--- config.mk ---
export PLATFORM = sky130hd
export DESIGN_NAME = reset_sequencer
export DESIGN_NICKNAME = d
export VERILOG_FILES = /design/src/rtl/reset_sequencer.sv
export SDC_FILE = /design/constraint.sdc
export NUM_CORES = 1
export LEC_CHECK = 0
export ABC_AREA = 1
export CORE_AREA = 4 4 80 82
export CTS_CLUSTER_DIAMETER = 60
export DETAILED_ROUTE_END_ITERATION = 7
export DIE_AREA = 0 0 84 86
export SETUP_SLACK_MARGIN = 0.5
export SYNTH_ARGS = -nofsm -noshare
export SYNTH_HDL_FRONTEND = slang
export SYNTH_SLANG_ARGS = --single-unit
--- constraint.sdc ---
create_clock -name clk -period 1.48 [get_ports clk]
set_input_delay 0.296 -clock clk [delete_from_list [all_inputs] [get_ports clk]]
set_output_delay 0.296 -clock clk [all_outputs]
set_load 0.05 [all_outputs]
--- src/rtl/reset_sequencer.sv ---
// reset_sequencer: qualifies asynchronous lock/ready flags and releases a bank
// of active-high resets one at a time, in index order, once the inputs have
// stayed good for a debounce window.
//
// Optional feature: define RST_SEQ_TIMEOUT_EN to add a WAIT_LOCK timeout that
// pulses pll_rst_req to the upstream PLL/MMCM. Without it pll_rst_req is 0.
//
// Ports:
//   clk             in   single rising-edge clock
//   rst             in   asynchronous active-high reset
//   lock_in         in   [NUM_LOCK] asynchronous lock flags
//   ready_in        in   asynchronous system-ready flag
//   rst_out         out  [NUM_RST] sequenced resets, bit 0 released first
//   all_released    out  high while in RUN (all resets released)
//   pll_rst_req     out  reset request pulse to the upstream PLL/MMCM
//   lock_loss_count out  [16] saturating count of qualify losses after release began
//   state           out  [3] FSM state: 0 WAIT_LOCK, 1 DEBOUNCE, 2 RELEASE, 3 RUN, 4 PLL_RST
module reset_sequencer #(
    parameter int unsigned NUM_RST         = 2,
    parameter int unsigned NUM_LOCK        = 1,
    parameter int unsigned SYNC_STAGES     = 3,
    parameter int unsigned DEBOUNCE_CYCLES = 1024,
    parameter int unsigned STAGGER_CYCLES  = 16,
    parameter int unsigned TIMEOUT_CYCLES  = 125000000,
    parameter int unsigned PLL_RST_CYCLES  = 16
) (
    input  logic                clk,
    input  logic                rst,
    input  logic [NUM_LOCK-1:0] lock_in,
    input  logic                ready_in,
    output logic [NUM_RST-1:0]  rst_out,
    output logic                all_released,
    output logic                pll_rst_req,
    output logic [15:0]         lock_loss_count,
    output logic [2:0]          state
);

    localparam int unsigned SYNC_W = NUM_LOCK + 1;
    localparam int unsigned DEB_W  = (DEBOUNCE_CYCLES > 1) ? $clog2(DEBOUNCE_CYCLES) : 1;
    localparam int unsigned STG_W  = (STAGGER_CYCLES > 1) ? $clog2(STAGGER_CYCLES) : 1;
    localparam int unsigned IDX_W  = (NUM_RST > 1) ? $clog2(NUM_RST) : 1;
`ifdef RST_SEQ_TIMEOUT_EN
    localparam int unsigned TO_W   = (TIMEOUT_CYCLES > 1) ? $clog2(TIMEOUT_CYCLES) : 1;
    localparam int unsigned PLL_W  = (PLL_RST_CYCLES > 1) ? $clog2(PLL_RST_CYCLES) : 1;
`endif

    typedef enum logic [2:0] {
        ST_WAIT_LOCK = 3'd0,
        ST_DEBOUNCE  = 3'd1,
        ST_RELEASE   = 3'd2,
        ST_RUN       = 3'd3
`ifdef RST_SEQ_TIMEOUT_EN
        , ST_PLL_RST = 3'd4
`endif
    } state_e;

    state_e                         state_q, state_d;
    logic [SYNC_STAGES-1:0][SYNC_W-1:0] sync_q;
    logic [DEB_W-1:0]               deb_cnt_q, deb_cnt_d;
    logic [STG_W-1:0]               stg_cnt_q, stg_cnt_d;
    logic [IDX_W-1:0]               idx_q, idx_d;
    logic [NUM_RST-1:0]             rst_out_q, rst_out_d;
    logic                           all_rel_q, all_rel_d;
    logic [15:0]                    loss_q, loss_d;
    logic                           qualify;
`ifdef RST_SEQ_TIMEOUT_EN
    logic [TO_W-1:0]                to_cnt_q, to_cnt_d;
    logic [PLL_W-1:0]               pll_cnt_q, pll_cnt_d;
    logic                           pll_req_q, pll_req_d;
`endif

    // Per-bit synchronisers; stage 0 captures {ready_in, lock_in}.
    always_ff @(posedge clk or posedge rst) begin
        if (rst) begin
            sync_q <= '0;
        end else begin
            sync_q <= {sync_q[SYNC_STAGES-2:0], {ready_in, lock_in}};
        end
    end

    assign qualify = &sync_q[SYNC_STAGES-1];

    // State and counter registers.
    always_ff @(posedge clk or posedge rst) begin
        if (rst) begin
            state_q   <= ST_WAIT_LOCK;
            deb_cnt_q <= '0;
            stg_cnt_q <= '0;
            idx_q     <= '0;
            rst_out_q <= '1;
            all_rel_q <= 1'b0;
            loss_q    <= '0;
`ifdef RST_SEQ_TIMEOUT_EN
            to_cnt_q  <= '0;
            pll_cnt_q <= '0;
            pll_req_q <= 1'b0;
`endif
        end else begin
            state_q   <= state_d;
            deb_cnt_q <= deb_cnt_d;
            stg_cnt_q <= stg_cnt_d;
            idx_q     <= idx_d;
            rst_out_q <= rst_out_d;
            all_rel_q <= all_rel_d;
            loss_q    <= loss_d;
`ifdef RST_SEQ_TIMEOUT_EN
            to_cnt_q  <= to_cnt_d;
            pll_cnt_q <= pll_cnt_d;
            pll_req_q <= pll_req_d;
`endif
        end
    end

    // Next-state and registered-output logic.
    always_comb begin
        state_d   = state_q;
        deb_cnt_d = deb_cnt_q;
        stg_cnt_d = stg_cnt_q;
        idx_d     = idx_q;
        rst_out_d = rst_out_q;
        loss_d    = loss_q;
`ifdef RST_SEQ_TIMEOUT_EN
        // Timeout counter only survives while waiting for lock.
        to_cnt_d  = '0;
        pll_cnt_d = '0;
`endif

        case (state_q)
            ST_WAIT_LOCK: begin
                rst_out_d = '1;
                if (qualify) begin
                    state_d   = ST_DEBOUNCE;
                    deb_cnt_d = '0;
                end
`ifdef RST_SEQ_TIMEOUT_EN
                else if (to_cnt_q == TO_W'(TIMEOUT_CYCLES - 1)) begin
                    state_d = ST_PLL_RST;
                end else begin
                    to_cnt_d = to_cnt_q + TO_W'(1);
                end
`endif
            end

            ST_DEBOUNCE: begin
                if (!qualify) begin
                    state_d = ST_WAIT_LOCK;
                end else if (deb_cnt_q == DEB_W'(DEBOUNCE_CYCLES - 1)) begin
                    state_d   = ST_RELEASE;
                    idx_d     = '0;
                    stg_cnt_d = '0;
                end else begin
                    deb_cnt_d = deb_cnt_q + DEB_W'(1);
                end
            end

            ST_RELEASE: begin
                if (!qualify) begin
                    state_d   = ST_WAIT_LOCK;
                    rst_out_d = '1;
                    if (loss_q != 16'hFFFF) loss_d = loss_q + 16'd1;
                end else if (stg_cnt_q == STG_W'(STAGGER_CYCLES - 1)) begin
                    rst_out_d[idx_q] = 1'b0;
                    stg_cnt_d        = '0;
                    if (idx_q == IDX_W'(NUM_RST - 1)) begin
                        state_d = ST_RUN;
                    end else begin
                        idx_d = idx_q + IDX_W'(1);
                    end
                end else begin
                    stg_cnt_d = stg_cnt_q + STG_W'(1);
                end
            end

            ST_RUN: begin
                if (!qualify) begin
                    state_d   = ST_WAIT_LOCK;
                    rst_out_d = '1;
                    if (loss_q != 16'hFFFF) loss_d = loss_q + 16'd1;
                end
            end

`ifdef RST_SEQ_TIMEOUT_EN
            // qualify is deliberately ignored while the PLL is being reset.
            ST_PLL_RST: begin
                rst_out_d = '1;
                if (pll_cnt_q == PLL_W'(PLL_RST_CYCLES - 1)) begin
                    state_d = ST_WAIT_LOCK;
                end else begin
                    pll_cnt_d = pll_cnt_q + PLL_W'(1);
                end
            end
`endif

            default: begin
                state_d   = ST_WAIT_LOCK;
                rst_out_d = '1;
            end
        endcase

        all_rel_d = (state_d == ST_RUN);
`ifdef RST_SEQ_TIMEOUT_EN
        pll_req_d = (state_d == ST_PLL_RST);
`endif
    end

    assign rst_out         = rst_out_q;
    assign all_released    = all_rel_q;
    assign lock_loss_count = loss_q;
    assign state           = state_q;
`ifdef RST_SEQ_TIMEOUT_EN
    assign pll_rst_req     = pll_req_q;
`else
    assign pll_rst_req     = 1'b0;
`endif

endmodule
=== Yosys cells after proc, flatten, opt, wreduce, memory -nomap -nowiden ===
Index checks and enable logic that the tools add are counted.

* Flip-flop bits (word level): 43
* Input bits: 4
* Output and inout port bits: 23
* Logic and storage cells: 75

* Add/subtract/negate cells: 4
* $lt $le $gt $ge: 2
* Equality and inequality tests: 15
* Muxes and demuxes: 29
* Bitwise operators: 4
* Reduce and logical (&&, ||, !) cells: 11

{| class="wikitable"
|+ Operators by type and width
! kind !! count
|-
| 10-bit 2-to-1 mux || 3
|-
| 3-bit 2-to-1 mux || 7
|-
| 10-bit case mux with 2 select lines || 1
|-
| 16-bit by 1-bit adder with 16-bit output, second input constant || 1
|-
| 4-bit 2-to-1 mux || 4
|-
| 16-bit inequality test, second input constant || 1
|-
| 2-bit inequality test, second input constant || 7
|-
| 3-bit case mux with 4 select lines || 1
|-
| 10-bit by 1-bit adder with 10-bit output, second input constant || 1
|-
| 10-bit equality test, second input constant || 1
|-
| 3-bit by 2-bit equality test with 1-bit output, second input constant || 3
|-
| 4-bit case mux with 2 select lines || 1
|-
| 4-bit AND reduction || 2
|-
| 1-bit 2-to-1 mux || 6
|-
| 2-bit 2-to-1 mux || 3
|-
| 2-bit case mux with 3 select lines || 1
|-
| 3-bit AND reduction || 2
|-
| 5-bit AND reduction || 1
|-
| 4-bit by 1-bit adder with 4-bit output, second input constant || 1
|-
| 4-bit equality test, second input constant || 1
|-
| 2-bit nonzero test || 2
|-
| 3-bit by 1-bit equality test with 1-bit output, second input constant || 1
|-
| 3-bit zero test || 1
|-
| 3-bit inequality test, second input constant || 1
|-
| other kinds (11) || 12
|}

=== Longest topological paths before layout ===
Gate-level depths: netlist of the first run.

* Word-level depth: 9
* Mapped depth: 10
* Gate-level depth less buffers: 9

=== Worst setup path after synthesis of the first run ===
Ideal clock, no wire load.

* Kind: register -> register
* Start point: register loss_q[1] (netlist: lock_loss_count[1])
* End point: register loss_q[0] (netlist: lock_loss_count[0])
* Data arrival time: 1.818 ns
* Required time: 1.362 ns
* Path slack: -0.456 ns
* Stages on the path, launching flop included: 10
* Period minus slack after synthesis: 1.936 ns
* Path through: dfrtp_1 -> ha_1 -> inv_4 -> nor2_4 -> nand2_4 -> o21ai_4 -> inv_4 -> buf_6 -> nand2_1 -> nand2_1

* Longest elaborated chain between the ends: 2

{| class="wikitable"
|+ RTL lines
! item !! line !! text
|-
| start, declared || 64 || <nowiki>logic [15:0] loss_q, loss_d;</nowiki>
|-
| start signal, assigned || 105 || <nowiki>loss_q <= loss_d;</nowiki>
|-
| 16-bit inequality test || 160, 178 ||
|-
| 3-bit AND reduction (no source line) || n/a ||
|}

No other way between the ends.
A chain may end at the register's enable or synchronous reset.

=== Worst setup path in the final report of the first run ===
* Start point: register loss_q[9] (netlist: lock_loss_count[9])
* End point: register loss_q[6] (netlist: lock_loss_count[6])

Same word-level chain as after synthesis.

==> results of run 1 <==
cell usage in the layout (no fill, tap or decap), drive strengths merged:
cell type and instances:
a211oi 2, a21oi 1, and2 1, buf 91, clkbuf 6, clkdlybuf4s50 3, clkinvlp 4, conb 2
dfrtp 41, dfstp 2, ha 3, inv 30, nand2 130, nand3 22, nand3b 2, nand4 5
nor2 30, nor3 4, o21a 1, o21ai 13, o21bai 2, or2 1, xnor2 8, xor2 6
stage by stage:
step,cells,util,instance area (µm²),setup TNS [ns]
floorplan,309,-,2460,-1.69
global placement,435,0.563,3230,0
detailed placement,435,0.563,3230,-0.0220
CTS,472,0.637,3660,0
global route,485,0.682,3920,-0.0953
finish,485,0.682,3920,0
state kept, by name, summed over array words and instances, names as in the netlist:
signal           cells
rst_out              2
all_released         1
sync_q               6
stg_cnt_q            4
state                3
idx_q                1
deb_cnt_q           10
lock_loss_count     16
power by group:
part / internal [mW] / switching, mW / total, mW
logic: 0.0704 / 0.109 / 0.180
clock network: 0.338 / 0.448 / 0.786
registers: 1.19 / 0.0142 / 1.21
total: 1.60 / 0.572 / 2.17
per-layer routing:
| layer | up-vias | wire length (µm) | share of wire | global-route usage |
|---|---|---|---|---|
| li1 | 1162 | - | - | - |
| met1 | 1142 | 2880 | 0.44 | 0.218 |
| met2 | 57 | 3420 | 0.52 | 0.329 |
| met3 | 6 | 241 | 0.037 | 0.0336 |
| met4 | 0 | 41 | 0.0062 | 0.0307 |
| met5 | - | 0 | 0 | 0 |
layout make-up:
class	count	area (µm²)	share of cell area
clock buffer	5	68.8	0.0176
tap	75	93.8	0.0239
multi-input combinational	233	1370	0.350
timing repair buffer	95	1110	0.284
sequential	43	1100	0.281
clock inverter	3	23.8	0.00606
inverter	29	133	0.0338
timing repair inverter	2	13.8	0.00351
timing repair:
action | CTS | global route
gates resized for setup | 38 | 45
pin swaps | 10 | 21
hold buffers | 0 | 0
gates cloned | 3 | 1
endpoints found under the setup margin | 58 | 58
buffers inserted | 26 | 12
final timing paths:
path | start | to | slack (ns) | depth (start not counted)
max | lock_loss_count[9] | lock_loss_count[6] | 0.04 | 8
max in group asynchronous | rst | lock_loss_count[9] | 0.74 | 3
min | rst | deb_cnt_q[5] | 0.30 | 2
min reg2reg | sync_q[0] | sync_q[2] | 0.36 | 0
min in group clk | sync_q[0] | sync_q[2] | 0.36 | 0
max reg2reg | lock_loss_count[9] | lock_loss_count[6] | 0.04 | 8
logic make-up (layout without fill, tap and decap cells):
group | Yosys count | in the layout | synth area share
AND/OR/NAND/NOR | 194 | 195 | 0.352
flip-flops | 43 | 43 | 0.461
buffers and inverters | 34 | 134 | 0.0663
AO/OA/AOI/OAI | 19 | 19 | 0.0508
XOR/XNOR | 14 | 14 | 0.0524
adder cells (fa/ha/maj) | 3 | 3 | 0.0160
other | 1 | 2 | 0.00160
==> metrics.md, run 1 <==
| Metric | Value |
|---|---|
| Result of the run | `finished, final reports clean` |
| Register area share after synthesis | `0.461` |
| Top cell by count, worst path | `nand2_1` |
| Type of destination of the critical path | `flip-flop` |
| Setup repair after global routing missed its margin | `true` |
| Crit Path Max Fanout | `5` |
| Wire length of the first global-routing pass | `10,400 µm` |
| Router iterations before antenna repair | `4` |
| Antenna violations before repair | `0` |
| Die ar. | `7220 µm²` |
| Hold Worst Slack | `0.301 ns` |
| Number of CTS-inserted buffers | `5` |
| Core Rows | `28` |
| Fillers | `440` |
| Top FF cell, synth | `dfrtp_1` |
| Total standard cell area after synthesis | `2340 µm²` |
| Antenna cell count | `0` |
| Count of clock tree sinks | `43` |
| Most instantiated cells after synthesis | `125 x nand2_1, 41 x dfrtp_1, 28 x nor2_1, 26 x inv_1, 22 x nand3_1` |
| Clk_lat worst skew | `0.30 ns` |
| Yosys Warn Count | `0` |
| Clock slew seen by the registers of the worst setup and hold paths | `0.09 ns` |
| Worst Path Arrival | `1.68 ns` |
| Peak VDD IR | `0.384 mV` |
| Number of DRC markers in iteration 0 | `79` |
| Slowest library cell on the worst path | `dfrtp_2` |
| WS Path Type | `flip-flop to flip-flop` |
| Cell chain of the critical path | `nand2_1 > nor2_2 > nand3_2 > o21ai_4 > buf_6 > clkbuf_16 > nand2_2 > nand2_1` |
| Total DRC errors in the routed layout | `0` |
| Number of hold-slack violations in the final timing report | `0` |
| Fin crit period | `1.44 ns` |
| Highest clock rate | `0.693 GHz` |
| Routed len/inst | `13.6 µm` |
| Mapped Cells | `308` |
| Total gr overflow | `0` |
| Placeable core area | `5750 µm²` |
| Power consumption | `2.17 mW` |
| RePlAce Congestion | `0.875` |
| Synthesized area divided by synthesized cell count | `7.60 µm²` |
| Share of the clock period used by the worst path after layout | `0.975` |
| Ratio of cells with drive above 1 in the final layout | `0.473` |
| Launching element type of the critical path | `flip-flop` |
| Final Skew | `0.00886 ns` |
| Cell accounting for the most synthesized area | `dfrtp_1` |
| GRT Util Overall | `0.178` |
| Largest incremental delay on the critical path | `0.38 ns` |
| Port Buffer Count | `25` |
| Post-synth EDFFs | `0` |
| Number of unique standard cell types used by synthesis | `31` |
| Top cells by area in the synthesized netlist | `dfrtp_1 44%, nand2_1 20%, nand3_1 4.7%` |
| Vertical extent of the die | `86 µm` |
| Number of buffers between clock root and the deepest sink | `2` |
| Chip Width | `84 µm` |
| P&R area growth vs syn | `67.5%` |
| Required @ worst endpoint | `1.72 ns` |
| Yosys reg bits | `43` |
| Wire length after detailed routing | `6580 µm` |
| Worst setup slack after placement | `-0.0158 ns` |
| Max-capacitance violation count | `0` |
| Total via count in the routed design | `2,367` |
| Worst path buffer plus inverter count | `2` |
| Initial Util | `0.407` |
| Leakage | `1.88 nW` |
| Maximum number of pins on one net before global-route repair | `27` |
| Most repeated cell in the gate-level netlist after synthesis | `nand2_1` |
| H-tree Lvls | `2` |
| Number of vias per cell | `4.88` |
| Cell family with the largest share of critical-path delay | `simple AND/OR/NAND/NOR gates` |
| Proportion of register bits with asynchronous set or reset after synthesis | `1.00` |
| Min-delay worst type | `input pin to async pin` |
| CTS tree | `done` |
| Max-slew violation total from the final report | `0` |
| DP Wirelength | `4090 µm` |
| Count of final setup violators | `0` |
| Number of nets with antenna violations after routing | `0` |
| Setup slack of the critical path after layout | `0.0371 ns` |
| Number of global-route vias before repair | `2,263` |
| Clock root buffer master | `clkbuf_8` |
| Area fraction of the dominant cell type after synthesis | `0.438` |
| Nets@finish | `416` |
| Areal power density over the cells | `555 nW/µm²` |
| IO Pins | `27` |
No activity file was read; power rests on OpenSTA's default activity.
==> inputs of run 2 (changes only) <==
--- a/config.mk
+++ b/config.mk
@@ -6,10 +6,12 @@
 export NUM_CORES = 1
 export LEC_CHECK = 0
 export ABC_AREA = 1
+export CAP_MARGIN = 20
 export CORE_AREA = 4 4 80 82
 export CTS_CLUSTER_DIAMETER = 60
 export DETAILED_ROUTE_END_ITERATION = 7
 export DIE_AREA = 0 0 84 86
+export GPL_TIMING_DRIVEN = 1
 export SETUP_SLACK_MARGIN = 0.5
 export SYNTH_ARGS = -nofsm -noshare
 export SYNTH_HDL_FRONTEND = slang
==> results of run 2 <==
Final layout, timing and power as in run 1 (identical DEF).
